[config.mk]
export PLATFORM = sky130hd
export DESIGN_NAME = instr_encode_loader
export DESIGN_NICKNAME = d
export VERILOG_FILES = /design/src/rtl/mips_isa_pkg.sv /design/src/rtl/instr_field_pack.sv /design/src/rtl/instr_encode_loader.sv
export SDC_FILE = /design/constraint.sdc
export NUM_CORES = 1
export LEC_CHECK = 0
export ABC_AREA = 1
export CAP_MARGIN = 20
export CORE_MARGIN = 5
export CORE_UTILIZATION = 42
export CTS_CLUSTER_SIZE = 8
export DETAILED_ROUTE_END_ITERATION = 10
export PLACE_DENSITY = 0.9
export SETUP_SLACK_MARGIN = 0.3
export SYNTH_ARGS = -nofsm -noshare
export SYNTH_HDL_FRONTEND = slang
export SYNTH_HIERARCHICAL = 1
export SYNTH_SLANG_ARGS = --single-unit
[constraint.sdc]
create_clock -name Clk -period 1.9 [get_ports Clk]
set_input_delay 0.285 -clock Clk [delete_from_list [all_inputs] [get_ports Clk]]
set_output_delay 0.285 -clock Clk [all_outputs]
set_load 0.05 [all_outputs]
[src/rtl/mips_isa_pkg.sv]
// Shared MIPS encoding constants: symbolic op numbers, primary opcodes, funct codes,
// fixed REGIMM rt selectors, the loader state type and word-assembly helpers.
package mips_isa_pkg;

  // Symbolic op numbers as presented on InOp; 30 and 31 are unassigned.
  localparam logic [4:0] OP_ADD  = 5'd0,  OP_SUB  = 5'd1,  OP_AND  = 5'd2,  OP_OR   = 5'd3;
  localparam logic [4:0] OP_XOR  = 5'd4,  OP_NOR  = 5'd5,  OP_SLT  = 5'd6,  OP_SLL  = 5'd7;
  localparam logic [4:0] OP_SRL  = 5'd8,  OP_JR   = 5'd9,  OP_MUL  = 5'd10, OP_LW   = 5'd11;
  localparam logic [4:0] OP_LB   = 5'd12, OP_LH   = 5'd13, OP_SW   = 5'd14, OP_SB   = 5'd15;
  localparam logic [4:0] OP_SH   = 5'd16, OP_ADDI = 5'd17, OP_ANDI = 5'd18, OP_ORI  = 5'd19;
  localparam logic [4:0] OP_XORI = 5'd20, OP_SLTI = 5'd21, OP_BEQ  = 5'd22, OP_BNE  = 5'd23;
  localparam logic [4:0] OP_BGEZ = 5'd24, OP_BLTZ = 5'd25, OP_BGTZ = 5'd26, OP_BLEZ = 5'd27;
  localparam logic [4:0] OP_J    = 5'd28, OP_JAL  = 5'd29;

  localparam logic [5:0] OPC_RTYPE = 6'h00, OPC_REGIMM = 6'h01, OPC_J    = 6'h02, OPC_JAL  = 6'h03;
  localparam logic [5:0] OPC_BEQ   = 6'h04, OPC_BNE    = 6'h05, OPC_BLEZ = 6'h06, OPC_BGTZ = 6'h07;
  localparam logic [5:0] OPC_ADDI  = 6'h08, OPC_SLTI   = 6'h0A, OPC_ANDI = 6'h0C, OPC_ORI  = 6'h0D;
  localparam logic [5:0] OPC_XORI  = 6'h0E, OPC_SPEC2  = 6'h1C, OPC_LB   = 6'h20, OPC_LH   = 6'h21;
  localparam logic [5:0] OPC_LW    = 6'h23, OPC_SB     = 6'h28, OPC_SH   = 6'h29, OPC_SW   = 6'h2B;

  localparam logic [5:0] FN_SLL = 6'h00, FN_SRL = 6'h02, FN_JR  = 6'h08, FN_MUL = 6'h02;
  localparam logic [5:0] FN_ADD = 6'h20, FN_SUB = 6'h22, FN_AND = 6'h24, FN_OR  = 6'h25;
  localparam logic [5:0] FN_XOR = 6'h26, FN_NOR = 6'h27, FN_SLT = 6'h2A;

  localparam logic [4:0] RT_BGEZ = 5'b00001, RT_BLTZ = 5'b00000;

  typedef enum logic [1:0] {
    ST_IDLE = 2'd0,
    ST_LOAD = 2'd1,
    ST_FULL = 2'd2
  } load_state_e;

  function automatic logic [31:0] r_word(input logic [5:0] opc, input logic [4:0] rs,
                                         input logic [4:0] rt, input logic [4:0] rd,
                                         input logic [4:0] sh, input logic [5:0] fn);
    return {opc, rs, rt, rd, sh, fn};
  endfunction

  function automatic logic [31:0] i_word(input logic [5:0] opc, input logic [4:0] rs,
                                         input logic [4:0] rt, input logic [15:0] imm);
    return {opc, rs, rt, imm};
  endfunction

endpackage

[src/rtl/instr_field_pack.sv]
// Combinational encoder: symbolic op plus operand fields into a 32-bit MIPS word.
// Unassigned op numbers produce a zero word with illegal_o raised.
module instr_field_pack
  import mips_isa_pkg::*;
(
  input  logic [4:0]  op_i,
  input  logic [4:0]  rs_i,
  input  logic [4:0]  rt_i,
  input  logic [4:0]  rd_i,
  input  logic [4:0]  shamt_i,
  input  logic [25:0] imm_i,
  output logic [31:0] word_o,
  output logic        illegal_o
);

  always_comb begin
    word_o    = '0;
    illegal_o = 1'b0;
    case (op_i)
      OP_ADD:  word_o = r_word(OPC_RTYPE, rs_i, rt_i, rd_i, 5'd0, FN_ADD);
      OP_SUB:  word_o = r_word(OPC_RTYPE, rs_i, rt_i, rd_i, 5'd0, FN_SUB);
      OP_AND:  word_o = r_word(OPC_RTYPE, rs_i, rt_i, rd_i, 5'd0, FN_AND);
      OP_OR:   word_o = r_word(OPC_RTYPE, rs_i, rt_i, rd_i, 5'd0, FN_OR);
      OP_XOR:  word_o = r_word(OPC_RTYPE, rs_i, rt_i, rd_i, 5'd0, FN_XOR);
      OP_NOR:  word_o = r_word(OPC_RTYPE, rs_i, rt_i, rd_i, 5'd0, FN_NOR);
      OP_SLT:  word_o = r_word(OPC_RTYPE, rs_i, rt_i, rd_i, 5'd0, FN_SLT);
      // Shifts take their source from rt; rs is architecturally zero.
      OP_SLL:  word_o = r_word(OPC_RTYPE, 5'd0, rt_i, rd_i, shamt_i, FN_SLL);
      OP_SRL:  word_o = r_word(OPC_RTYPE, 5'd0, rt_i, rd_i, shamt_i, FN_SRL);
      OP_JR:   word_o = r_word(OPC_RTYPE, rs_i, 5'd0, 5'd0, 5'd0, FN_JR);
      OP_MUL:  word_o = r_word(OPC_SPEC2, rs_i, rt_i, rd_i, 5'd0, FN_MUL);
      OP_LW:   word_o = i_word(OPC_LW,   rs_i, rt_i, imm_i[15:0]);
      OP_LB:   word_o = i_word(OPC_LB,   rs_i, rt_i, imm_i[15:0]);
      OP_LH:   word_o = i_word(OPC_LH,   rs_i, rt_i, imm_i[15:0]);
      OP_SW:   word_o = i_word(OPC_SW,   rs_i, rt_i, imm_i[15:0]);
      OP_SB:   word_o = i_word(OPC_SB,   rs_i, rt_i, imm_i[15:0]);
      OP_SH:   word_o = i_word(OPC_SH,   rs_i, rt_i, imm_i[15:0]);
      OP_ADDI: word_o = i_word(OPC_ADDI, rs_i, rt_i, imm_i[15:0]);
      OP_ANDI: word_o = i_word(OPC_ANDI, rs_i, rt_i, imm_i[15:0]);
      OP_ORI:  word_o = i_word(OPC_ORI,  rs_i, rt_i, imm_i[15:0]);
      OP_XORI: word_o = i_word(OPC_XORI, rs_i, rt_i, imm_i[15:0]);
      OP_SLTI: word_o = i_word(OPC_SLTI, rs_i, rt_i, imm_i[15:0]);
      OP_BEQ:  word_o = i_word(OPC_BEQ,  rs_i, rt_i, imm_i[15:0]);
      OP_BNE:  word_o = i_word(OPC_BNE,  rs_i, rt_i, imm_i[15:0]);
      OP_BGEZ: word_o = i_word(OPC_REGIMM, rs_i, RT_BGEZ, imm_i[15:0]);
      OP_BLTZ: word_o = i_word(OPC_REGIMM, rs_i, RT_BLTZ, imm_i[15:0]);
      OP_BGTZ: word_o = i_word(OPC_BGTZ, rs_i, 5'd0, imm_i[15:0]);
      OP_BLEZ: word_o = i_word(OPC_BLEZ, rs_i, 5'd0, imm_i[15:0]);
      OP_J:    word_o = {OPC_J,   imm_i};
      OP_JAL:  word_o = {OPC_JAL, imm_i};
      default: illegal_o = 1'b1;
    endcase
  end

endmodule

[src/rtl/instr_encode_loader.sv]
// Program-load back end: accepts symbolic instructions, encodes them and writes them to
// sequential instruction-memory words. Define ILLEGAL_OP_TRAP_EN to trap unassigned ops.
module instr_encode_loader
  import mips_isa_pkg::*;
#(
  parameter int          DEPTH     = 128,
  parameter int          ADDR_W    = 32,
  parameter int unsigned BASE_ADDR = 0,
  localparam int         CNT_W     = $clog2(DEPTH + 1)
) (
  input  logic              Clk,
  input  logic              Reset,
  input  logic              Start,
  input  logic              Finish,
  input  logic              InValid,
  output logic              InReady,
  input  logic [4:0]        InOp,
  input  logic [4:0]        InRs,
  input  logic [4:0]        InRt,
  input  logic [4:0]        InRd,
  input  logic [4:0]        InShamt,
  input  logic [25:0]       InImm,
  output logic              WrEn,
  output logic [ADDR_W-1:0] WrAddr,
  output logic [31:0]       WrData,
  output logic              Busy,
  output logic              Full,
  output logic              Done,
  output logic [CNT_W-1:0]  WordCount,
  output logic              Error,
  output logic [1:0]        DbgState
);

  // Handshake: a word transfers on a rising edge where InValid and InReady are both high;
  // InReady never depends on InValid, and InValid may be held until the transfer happens.

  load_state_e       state_q, state_d;
  logic              wr_en_q, wr_en_d;
  logic [ADDR_W-1:0] wr_addr_q, wr_addr_d;
  logic [31:0]       wr_data_q, wr_data_d;
  logic [CNT_W-1:0]  count_q, count_d;
  logic              done_q, done_d;
  logic              err_q, err_d;
  logic [31:0]       enc_word;
  logic              enc_illegal;
  logic              accept;
  logic              do_write;

  instr_field_pack u_pack (
    .op_i      (InOp),
    .rs_i      (InRs),
    .rt_i      (InRt),
    .rd_i      (InRd),
    .shamt_i   (InShamt),
    .imm_i     (InImm),
    .word_o    (enc_word),
    .illegal_o (enc_illegal)
  );

  assign InReady = (state_q == ST_LOAD) & ~Start & ~Finish;
  assign accept  = InValid & InReady;

`ifdef ILLEGAL_OP_TRAP_EN
  assign do_write = ~enc_illegal;
`else
  assign do_write = 1'b1;
`endif

  always_comb begin
    state_d   = state_q;
    wr_en_d   = 1'b0;
    wr_addr_d = wr_addr_q;
    wr_data_d = wr_data_q;
    count_d   = count_q;
    done_d    = 1'b0;
    err_d     = err_q;
    if (Start) begin
      state_d   = ST_LOAD;
      count_d   = '0;
      wr_addr_d = ADDR_W'(BASE_ADDR);
      err_d     = 1'b0;
    end else if (Finish && (state_q != ST_IDLE)) begin
      state_d = ST_IDLE;
      done_d  = 1'b1;
    end else if (accept) begin
      if (do_write) begin
        wr_en_d   = 1'b1;
        // Untrapped illegal ops land in memory as a nop.
        wr_data_d = enc_illegal ? 32'h0 : enc_word;
        wr_addr_d = ADDR_W'(BASE_ADDR) + (ADDR_W'(count_q) << 2);
        count_d   = count_q + CNT_W'(1);
        if (count_d == CNT_W'(DEPTH)) state_d = ST_FULL;
      end else begin
        err_d = 1'b1;
      end
    end
  end

  always_ff @(posedge Clk) begin
    if (Reset) begin
      state_q   <= ST_IDLE;
      wr_en_q   <= 1'b0;
      wr_addr_q <= ADDR_W'(BASE_ADDR);
      wr_data_q <= '0;
      count_q   <= '0;
      done_q    <= 1'b0;
      err_q     <= 1'b0;
    end else begin
      state_q   <= state_d;
      wr_en_q   <= wr_en_d;
      wr_addr_q <= wr_addr_d;
      wr_data_q <= wr_data_d;
      count_q   <= count_d;
      done_q    <= done_d;
      err_q     <= err_d;
    end
  end

  assign WrEn      = wr_en_q;
  assign WrAddr    = wr_addr_q;
  assign WrData    = wr_data_q;
  assign Busy      = (state_q != ST_IDLE);
  assign Full      = (state_q == ST_FULL);
  assign Done      = done_q;
  assign WordCount = count_q;
  assign Error     = err_q;
  assign DbgState  = state_q;

endmodule
==> out/summary.txt, run 1 <==
CTS Root Cell: clkbuf_8
mapped cell area: 2935 sq um
slew margin rel.: 64.71%
Initial Util: 43.20%
grt total ovfl: 0
Tot GR Track Use: 20.88%
sequential fraction of the synthesis area: 35.46%
FF-to-FF End: DbgState[0]
Vias/cell: 4.794
share of cells above drive strength 1: 17.58%
CP Launch Type: flip-flop
Yosys reg bits: 52
reg2reg path depth: 8
Top Family by Delay on Critical Path: buffers and inverters
fin nets: 659
Buf/Inv on CP: 1
Ys Warns: 6
minimum clock period: 1.537 ns
vias: 3351
ys flop type: dfxtp_1
Fin. Hold Viols: 0
count leader, synth: nand2_1
Detail Route Antenna Nets: 0
final setup vio count: 0
CTS Sinks: 52
Max Slew Vio Count: 0
Tot Pwr: 0.002419 W
Power Density: 543.4 nW/um^2
Slew @ Worst Pin: 0.5315 ns
WHS Endpoint: WrData[9]
worst skew pair latency: 0.31 ns
critical setup path kind: reg2out
Core ar.: 6794 sq um
library cells used by synthesis: 30
R2R Path Start: WordCount[1]
max cap viols: 0
number of diodes: 0
CTS tree: built
Leak: 2.211 nW
Met1 Routed Length: 3.759 mm
WL met3: 620 microns
clk_skew: 0.003907 ns
first-iteration detailed-routing DRC count: 159
largest net degree at the start of global routing: 34
RSZ-0062 raised after global routing: no
Top-Level Pins: 136
Yosys top cell by area: dfxtp_1
non-filler cells, final: 699
syn avg cell area: 6.451 sq um
Inst Count DP: 686
HPWL after DPL: 7.272 mm
critical path's slowest cell: dlygate4sd2_1
Synth area leaders: dfxtp_1 (35%), nand2_1 (20%), nand3_1 (8.5%), a21oi_1 (8.4%), buf_4 (7.4%)
share of async-settable or async-resettable flops after synthesis: 0%
Chip Height: 93.60 microns
HP Class: reg2reg
first-pass GRT wire length: 14.87 mm
VDD IR max: 0.2625 mV
Worst R2R Setup Slack: 0.50 ns
Worst Hold Margin: 0.4642 ns
slowest stage delay, CP: 0.55 ns
antenna violations before repair: 0
Final period util: 80.92%
H-tree depth: 2
critical-path cell list: dlygate4sd2_1
worst-path fanout max: 3
number of global-route vias before repair: 3165
post-synth top area share: 35.46%
cells after synthesis: 455
met2 WL: 4.804 mm
Pre-antenna DRT Iters: 5
hold_sp: WrData[9]
Die X-Extent: 93.60 microns
per-cell routed wire length: 13.28 microns
number of buffers added on ports: 110
routed wire length: 9.281 mm
CTS Buf Count: 5
Synth-to-Final Area Change: 51.66%
CTS clk-pin slew, worst paths: 0.10 ns
row cnt: 30
uppermost layer routed: met4
Die ar.: 8761 sq um
Worst setup EP type: primary output
Hold Crit Depth: 2
CTS Buffer Depth: 2
Fin Setup TNS: 0 ns
Post-CTS Hold Fix Bufs: 0
number of synthesized flops with an enable pin: 0
Fmax achieved: 0.6504 GHz
Critical Path AT: 1.25 ns
status: complete, no violations
Post-route DRC: 0
commonest cells in the netlist: nand2_1 (155), dfxtp_1 (52), nand3_1 (50), a21oi_1 (49), inv_1 (30)
CP required: 1.62 ns
routability cong.: 0.9547
[area by class of cell]
cell class,count,area (sq um)
flip-flops and latches,52,1044
multi-input cells,347,1635
repair buffers,159,1424
well taps,96,120.1
inverters,37,138.9
clock buffers,5,68.82
fillers,638,2342
clock inverters,3,21.27
[state kept, by name (all words and copies together), names as in the netlist]
name	flops
WrData	32
WrEn	1
WordCount	8
Done	1
DbgState	2
WrAddr	8
[where the power goes]
| part | total, W | internal, W | switching, W |
|---|---|---|---|
| clock | 0.000647 | 0.000262 | 0.000385 |
| sequential | 0.00111 | 0.00110 | 0.00000730 |
| combinational | 0.000665 | 0.000248 | 0.000417 |
[how the worst max path moves through the flow]
stage / to / from / cells past startpoint / slack, ns
6_report: DbgState[0] / DbgState[0] / 1 / 0.36
5_1_grt: InReady / DbgState[0] / 5 / 0.31
4_1_cts: WrData[15] / InOp[2] / 12 / 0.28
3_5_place_dp: WrData[15] / InOp[1] / 12 / -0.36
3_3_place_gp: WrData[11] / InOp[4] / 12 / -0.35
2_1_floorplan: WrEn / DbgState[1] / 5 / 0.32
[cells by family (layout without fill, tap and decap cells)]
kind of cell,Yosys count,count (layout),synth area share [%]
and+or+nand+nor,248,248,36.57
buffers and inverters,80,204,14.41
AOI/OAI and AO/OA,73,73,13.00
DFF,52,52,35.46
adders and majority gates,1,1,0.4262
other,1,25,0.1278
[what timing repair did]
| item | CTS | global route |
|---|---|---|
| gates resized for setup | 71 | 23 |
| pin swaps | 1 | 1 |
| setup endpoints to repair | 82 | 36 |
| setup buffers | 3 | 0 |
| cloned | 2 | 0 |
[per-stage QoR]
stage                     setup slack, ns  utilization, %  instance area [sq um]
after floorplan                    0.3156               -                   3030
after global placement            -0.3517           63.81                   4335
after detailed placement          -0.3591           63.81                   4335
after CTS                          0.2825           65.49                   4449
after global routing               0.3088           65.52                   4452
final                              0.3625           65.52                   4452
[routing by layer]
metal / vias up / GRT usage [%]
li1: 1697 / -
met1: 1513 / 24.99
met2: 128 / 38.30
met3: 13 / 4.023
met4: 0 / 4.813
met5: - / 0
[layout by cell type (no fill, tap or decap), types with 9 or more instances in the layout]
cell type	count
nand3_1	48
nand2_1	152
dlygate4sd2_1	49
conb_1	25
dfxtp_1	50
inv_2	9
o21ai_0	13
nor2_1	22
inv_1	27
a21oi_1	48
clkdlybuf4s50_1	50
buf_4	46
Power figures use the tool's default switching activity.
==> run 2, diff against run 1 <==
==> constraint.sdc (replaced) <==
create_clock -name Clk -period 1.5 [get_ports Clk]
set_input_delay 0.225 -clock Clk [delete_from_list [all_inputs] [get_ports Clk]]
set_output_delay 0.225 -clock Clk [all_outputs]
set_load 0.05 [all_outputs]
==> out/summary.txt, run 2 (synthesized netlist as in run 1, its figures left out) <==
status: complete, but fails checks (was complete, no violations)
failing checks: negative setup slack
critical path's slowest cell: nor2_4 (was dlygate4sd2_1)
Initial Util: 43.20% (unchanged)
first-pass GRT wire length: 16.72 mm (was 14.87 mm)
Post-CTS Hold Fix Bufs: 0 (unchanged)
Die X-Extent: 93.60 microns (unchanged)
non-filler cells, final: 726 (was 699)
largest net degree at the start of global routing: 34 (unchanged)
Vias/cell: 5.285 (was 4.794)
FF-to-FF End: WrData[29] (was DbgState[0])
clk_skew: 0.02265 ns (was 0.003907 ns)
Power Density: 625.7 nW/um^2 (was 543.4 nW/um^2)
CTS tree: built (unchanged)
vias: 3837 (was 3351)
Top-Level Pins: 136 (unchanged)
Crit path depth: 14 (was 1)
final setup vio count: 3 (was 0)
Worst setup EP type: flip-flop (was primary output)
reg2reg path depth: 10 (was 8)
minimum clock period: 1.524 ns
CTS Buf Count: 5 (unchanged)
Setup WS post-layout: -0.02417 ns (was 0.3625 ns)
Fmax achieved: 0.6561 GHz
Crit. Startpoint: InOp[2] (was DbgState[0])
critical setup path kind: in2reg (was reg2out)
Max Slew Vio Count: 0 (unchanged)
Pre-antenna DRT Iters: 5 (unchanged)
Tot GR Track Use: 23.91% (was 20.88%)
share of cells above drive strength 1: 41.75% (was 17.58%)
Top Family by Delay on Critical Path: simple AND/OR/NAND/NOR gates (was buffers and inverters)
Die ar.: 8761 sq um (unchanged)
grt total ovfl: 0 (unchanged)
row cnt: 30 (unchanged)
max FFs per register: 32 (unchanged)
Critical Path AT: 1.77 ns (was 1.25 ns)
Leak: 2.457 nW (was 2.211 nW)
CTS Sinks: 52 (unchanged)
routed wire length: 12.65 mm (was 9.281 mm)
Fin. Hold Viols: 0 (unchanged)
number of global-route vias before repair: 3464 (was 3165)
Worst R2R Setup Slack: -0.02 ns (was 0.50 ns)
CP required: 1.74 ns (was 1.62 ns)
critical-path cell list: buf_6, buf_12, inv_12, nor2_4, nand3_2, nand2_2, nor2_4, nand2_2, nor3_4, inv_2, buf_6, buf_16, nand3_2, a21oi_1 (was dlygate4sd2_1)
routability cong.: 0.9245 (was 0.9547)
Buf/Inv on CP: 6 (was 1)
Detail Route Antenna Nets: 0 (unchanged)
CTS clk-pin slew, worst paths: 0.12 ns (was 0.10 ns)
CTS Buffer Depth: 2 (unchanged)
HPWL after DPL: 7.743 mm (was 7.272 mm)
per-cell routed wire length: 17.42 microns (was 13.28 microns)
H-tree depth: 2 (unchanged)
RSZ-0062 raised after global routing: yes (was no)
number of diodes: 0 (unchanged)
Post-route DRC: 0 (unchanged)
slowest stage delay, CP: 0.23 ns (was 0.55 ns)
Final period util: 101.6%
commonest non-fill, non-tap cell in the layout: nand2_1 (unchanged)
CP Launch Type: input port (was flip-flop)
R2R Path Start: DbgState[0] (was WordCount[1])
Inst Count DP: 689 (was 686)
Critical Path End: WrData[29] (was DbgState[0])
CTS Root Cell: clkbuf_8 (unchanged)
antenna violations before repair: 0 (unchanged)
Core ar.: 6794 sq um (unchanged)
fin nets: 686 (was 659)
first-iteration detailed-routing DRC count: 320 (was 159)
Synth-to-Final Area Change: 87.81% (was 51.66%)
worst-path fanout max: 8 (was 3)
HP Class: in2reg (was reg2reg)
Worst Hold Margin: 0.2150 ns (was 0.4642 ns)
number of buffers added on ports: 110 (unchanged)
max cap viols: 0 (unchanged)
Chip Height: 93.60 microns (unchanged)
VDD IR max: 0.4575 mV (was 0.2625 mV)
worst skew pair latency: 0.33 ns (was 0.31 ns)
most frequent cells in the layout: nand2_1 (133), buf_4 (83), clkdlybuf4s50_1 (49) (was nand2_1 (152), dfxtp_1 (50), clkdlybuf4s50_1 (50))
-- run 2: changes by cell type in the layout (fill, tap and decap cells not counted), moves of 7 or more --
cell / before / now
dlygate4sd2_1: 49 / 0
o21ai_0: 13 / 3
nand2_1: 152 / 133
buf_6: 3 / 17
a21oi_1: 48 / 40
nand3_1: 48 / 20
buf_12: 4 / 24
nor2_1: 22 / 12
buf_4: 46 / 83
nand3_2: 5 / 31
dfxtp_1: 50 / 43
a21oi_2: 2 / 10
nand2_2: 3 / 14
-- run 2: timing repair --
action                     4_1_cts  5_1_grt
gates resized for setup         70       50
cloned                           3        8
pin swaps                       16       16
setup endpoints to repair       53       55
setup buffers                   11        7
-- run 2: where the power goes --
part	internal [W]	switching [W]
registers	0.00138	0.0000121
clock network	0.000333	0.000541
logic	0.000500	0.000678
-- run 2: how the worst min path moves through the flow --
stage | startpoint | end | slack, ns | cells after the start
2_1_floorplan | Start | DbgState[0] | 0.35 | 2
3_3_place_gp | WrData[3] | WrData[3] | 0.45 | 2
3_5_place_dp | WrData[11] | WrData[11] | 0.46 | 2
4_1_cts | InOp[0] | WrData[0] | 0.46 | 5
5_1_grt | Finish | Done | 0.24 | 3
6_report | Finish | Done | 0.22 | 3
-- run 2: final cells by class --
cell class | count | area [sq um]
timing repair inverter | 1 | 6.256
clock inverter | 3 | 21.27
multi-input combinational | 347 | 2012
timing repair buffer | 185 | 2023
fill | 419 | 1281
tap | 96 | 120.1
clock buffer | 5 | 68.82
sequential | 52 | 1067
inverter | 37 | 193.9
-- run 2: per-layer routing --
metal / vias to the layer above / share of wire [%] / global-route usage (%)
met3: 57 / 9.8 / 4.103
met2: 242 / 49 / 43.00
li1: 1770 / - / -
met1: 1768 / 37 / 28.05
met5: - / 0 / 0
met4: 0 / 4.5 / 9.386
-- run 2: worst register-to-register path, delay by kind of cell, from the launching register on --
kind                   cells  cell delay [ns]
flip-flops                 1             0.38
AND/OR/NAND/NOR            4             0.36
buffers and inverters      5             0.56
AO/OA/AOI/OAI              1             0.07
-- run 2: metrics by stage --
step           power, W  utilization [%]  instance area [sq um]  worst slack (ns)  TNS [ns]
6_report       0.003449            81.14                   5513          -0.02417  -0.06026
5_1_grt        0.003549            81.14                   5513          -0.08388    -1.061
4_1_cts        0.003308            75.27                   5114           0.03254         0
3_5_place_dp   0.002319            69.24                   4705           -0.7278    -23.75
3_3_place_gp   0.002308            69.24                   4705           -0.7088    -21.75
2_1_floorplan  0.002023                -                   3352            0.1235         0
==> run 3, diff against run 2 <==
--- a/config.mk
+++ b/config.mk
@@ -7,7 +7,7 @@
 export LEC_CHECK = 0
 export ABC_AREA = 1
 export CAP_MARGIN = 20
-export CORE_MARGIN = 5
+export CORE_MARGIN = 4
 export CORE_UTILIZATION = 42
 export CTS_CLUSTER_SIZE = 8
 export DETAILED_ROUTE_END_ITERATION = 10
==> out/summary.txt, run 3 (synthesized netlist as in run 1, its figures left out) <==
status: complete, but fails checks (unchanged)
failing checks: negative setup slack (unchanged)
largest net degree at the start of global routing: 34 (unchanged)
WHS Endpoint: Done (unchanged)
Post-CTS Hold Fix Bufs: 0 (unchanged)
hold_sp: Finish (unchanged)
number of diodes: 0 (unchanged)
Tot GR Track Use: 24.38% (was 23.91%)
number of buffers added on ports: 110 (unchanged)
CTS clk-pin slew, worst paths: 0.10 ns (was 0.12 ns)
Final period util: 101.0% (was 101.6%)
worst skew pair latency: 0.32 ns (was 0.33 ns)
CP Launch Type: input port (unchanged)
Die X-Extent: 91.60 microns (was 93.60 microns)
first-iteration detailed-routing DRC count: 307 (was 320)
CTS Buf Count: 5 (unchanged)
vias: 3712 (was 3837)
grt total ovfl: 0 (unchanged)
Core ar.: 6794 sq um (unchanged)
most frequent cells in the layout: nand2_1 (121), buf_4 (97), clkdlybuf4s50_1 (48) (was nand2_1 (133), buf_4 (83), clkdlybuf4s50_1 (49))
per-cell routed wire length: 16.00 microns (was 17.42 microns)
max FFs per register: 32 (unchanged)
Hold Crit Depth: 3 (unchanged)
Leak: 2.459 nW (was 2.457 nW)
Top-Level Pins: 136 (unchanged)
Vias/cell: 5.106 (was 5.285)
Setup WS post-layout: -0.01536 ns (was -0.02417 ns)
clk_skew: 0.004563 ns (was 0.02265 ns)
Critical Path AT: 1.71 ns (was 1.77 ns)
Fin. Hold Viols: 0 (unchanged)
routability cong.: 0.9366 (was 0.9245)
reg2reg path depth: 9 (was 10)
R2R Path Start: DbgState[0] (unchanged)
antenna violations before repair: 0 (unchanged)
CP required: 1.69 ns (was 1.74 ns)
fin nets: 687 (was 686)
CTS Sinks: 52 (unchanged)
CTS Root Cell: clkbuf_8 (unchanged)
commonest non-fill, non-tap cell in the layout: nand2_1 (unchanged)
first-pass GRT wire length: 16.70 mm (was 16.72 mm)
HPWL after DPL: 7.158 mm (was 7.743 mm)
Detail Route Antenna Nets: 0 (unchanged)
VDD IR max: 0.3521 mV (was 0.4575 mV)
worst-path fanout max: 8 (unchanged)
HP Class: in2reg (unchanged)
CTS Buffer Depth: 2 (unchanged)
max cap viols: 0 (unchanged)
Synth-to-Final Area Change: 87.98% (was 87.81%)
Power Density: 644.7 nW/um^2 (was 625.7 nW/um^2)
CTS tree: built (unchanged)
Initial Util: 43.20% (unchanged)
share of cells above drive strength 1: 45.17% (was 41.75%)
H-tree depth: 2 (unchanged)
routed wire length: 11.63 mm (was 12.65 mm)
critical setup path kind: in2reg (unchanged)
Worst setup EP type: flip-flop (unchanged)
Pre-antenna DRT Iters: 5 (unchanged)
Worst R2R Setup Slack: -0.01 ns (was -0.02 ns)
RSZ-0062 raised after global routing: yes (unchanged)
minimum clock period: 1.515 ns (was 1.524 ns)
Fin Setup TNS: -0.01536 ns (was -0.06026 ns)
Chip Height: 91.60 microns (was 93.60 microns)
row cnt: 30 (unchanged)
Fmax achieved: 0.6599 GHz (was 0.6561 GHz)
FF-to-FF End: WrData[21] (was WrData[29])
fin util: 81.22% (was 81.14%)
Die ar.: 8391 sq um (was 8761 sq um)
final setup vio count: 1 (was 3)
Max Slew Vio Count: 0 (unchanged)
Post-route DRC: 0 (unchanged)
number of global-route vias before repair: 3522 (was 3464)
run 3: cell count changes in the layout (fill, tap and decap cells not counted), sizes merged:
cell | previous run | this run
dlymetal6s2s | 1 | 2
clkdlybuf4s50 | 49 | 48
clkdlybuf4s15 | 0 | 1
clkbuf | 11 | 7
bufinv | 0 | 1
buf | 129 | 133
clkinv | 2 | 3
clkinvlp | 2 | 1
inv | 37 | 35
bufbuf | 0 | 1
run 3: worst max-delay path by stage:
| stage | startpoint | to | slack, ns | cells past startpoint |
|---|---|---|---|---|
| after floorplan | InOp[4] | WrData[0] | 0.12 | 11 |
| after global placement | InOp[1] | WrData[30] | -0.70 | 12 |
| after detailed placement | InOp[1] | WrData[0] | -0.69 | 12 |
| after CTS | DbgState[0] | InReady | 0.05 | 6 |
| after global routing | InOp[0] | WrData[21] | -0.09 | 12 |
| final | InOp[4] | WrData[21] | -0.02 | 14 |
run 3: area by class of cell:
cell class / instances / area, sq um
multi-input combinational: 347 / 2095
tap: 96 / 120.1
clock inverter: 3 / 42.54
timing repair buffer: 187 / 1938
fill: 404 / 1276
sequential: 52 / 1067
inverter: 37 / 186.4
clock buffer: 5 / 68.82
run 3: critical path, cell delays in order:
cell and delay (ns):
buf_2 0.10, buf_12 0.14, inv_16 0.04, buf_4 0.15, nand3_4 0.09, nand2_2 0.07, nor2_4 0.12, nand2_2 0.08
nor3_2 0.13, inv_2 0.08, buf_4 0.14, buf_12 0.14, nand3_1 0.13, a21oi_1 0.08
run 3: routing by layer:
metal  wire length (microns)  vias up  global-route usage (%)
li1                        -     1764                       -
met1                    4629     1706                   29.35
met2                    5721      203                   42.54
met3                     905       39                   5.054
met4                     375        0                   8.668
met5                       0        -                       0
run 3: report_power, final:
| group | internal (W) | leakage [nW] | switching, W |
|---|---|---|---|
| Clock | 0.000495 | 0.0558 | 0.000503 |
| Sequential | 0.00138 | 0.426 | 0.0000118 |
| Combinational | 0.000491 | 1.98 | 0.000673 |
| Total | 0.00237 | 2.46 | 0.00119 |
run 3: timing repair:
action,in CTS,in global routing
pin swaps,9,17
setup buffers,17,7
gates cloned,3,1
gates resized for setup,57,76
endpoints found under the setup margin,54,56
run 3: stage by stage:
stage	hold slack, ns	area, sq um	setup WS [ns]	instances	power (W)
2_1_floorplan	0.3486	3352	0.1235	479	0.002023
3_3_place_gp	0.4488	4720	-0.6999	691	0.002308
3_5_place_dp	0.4541	4720	-0.6923	691	0.002316
4_1_cts	0.4600	5167	0.04823	719	0.003450
5_1_grt	0.2965	5518	-0.09191	727	0.003656
6_report	0.2584	5518	-0.01536	727	0.003557
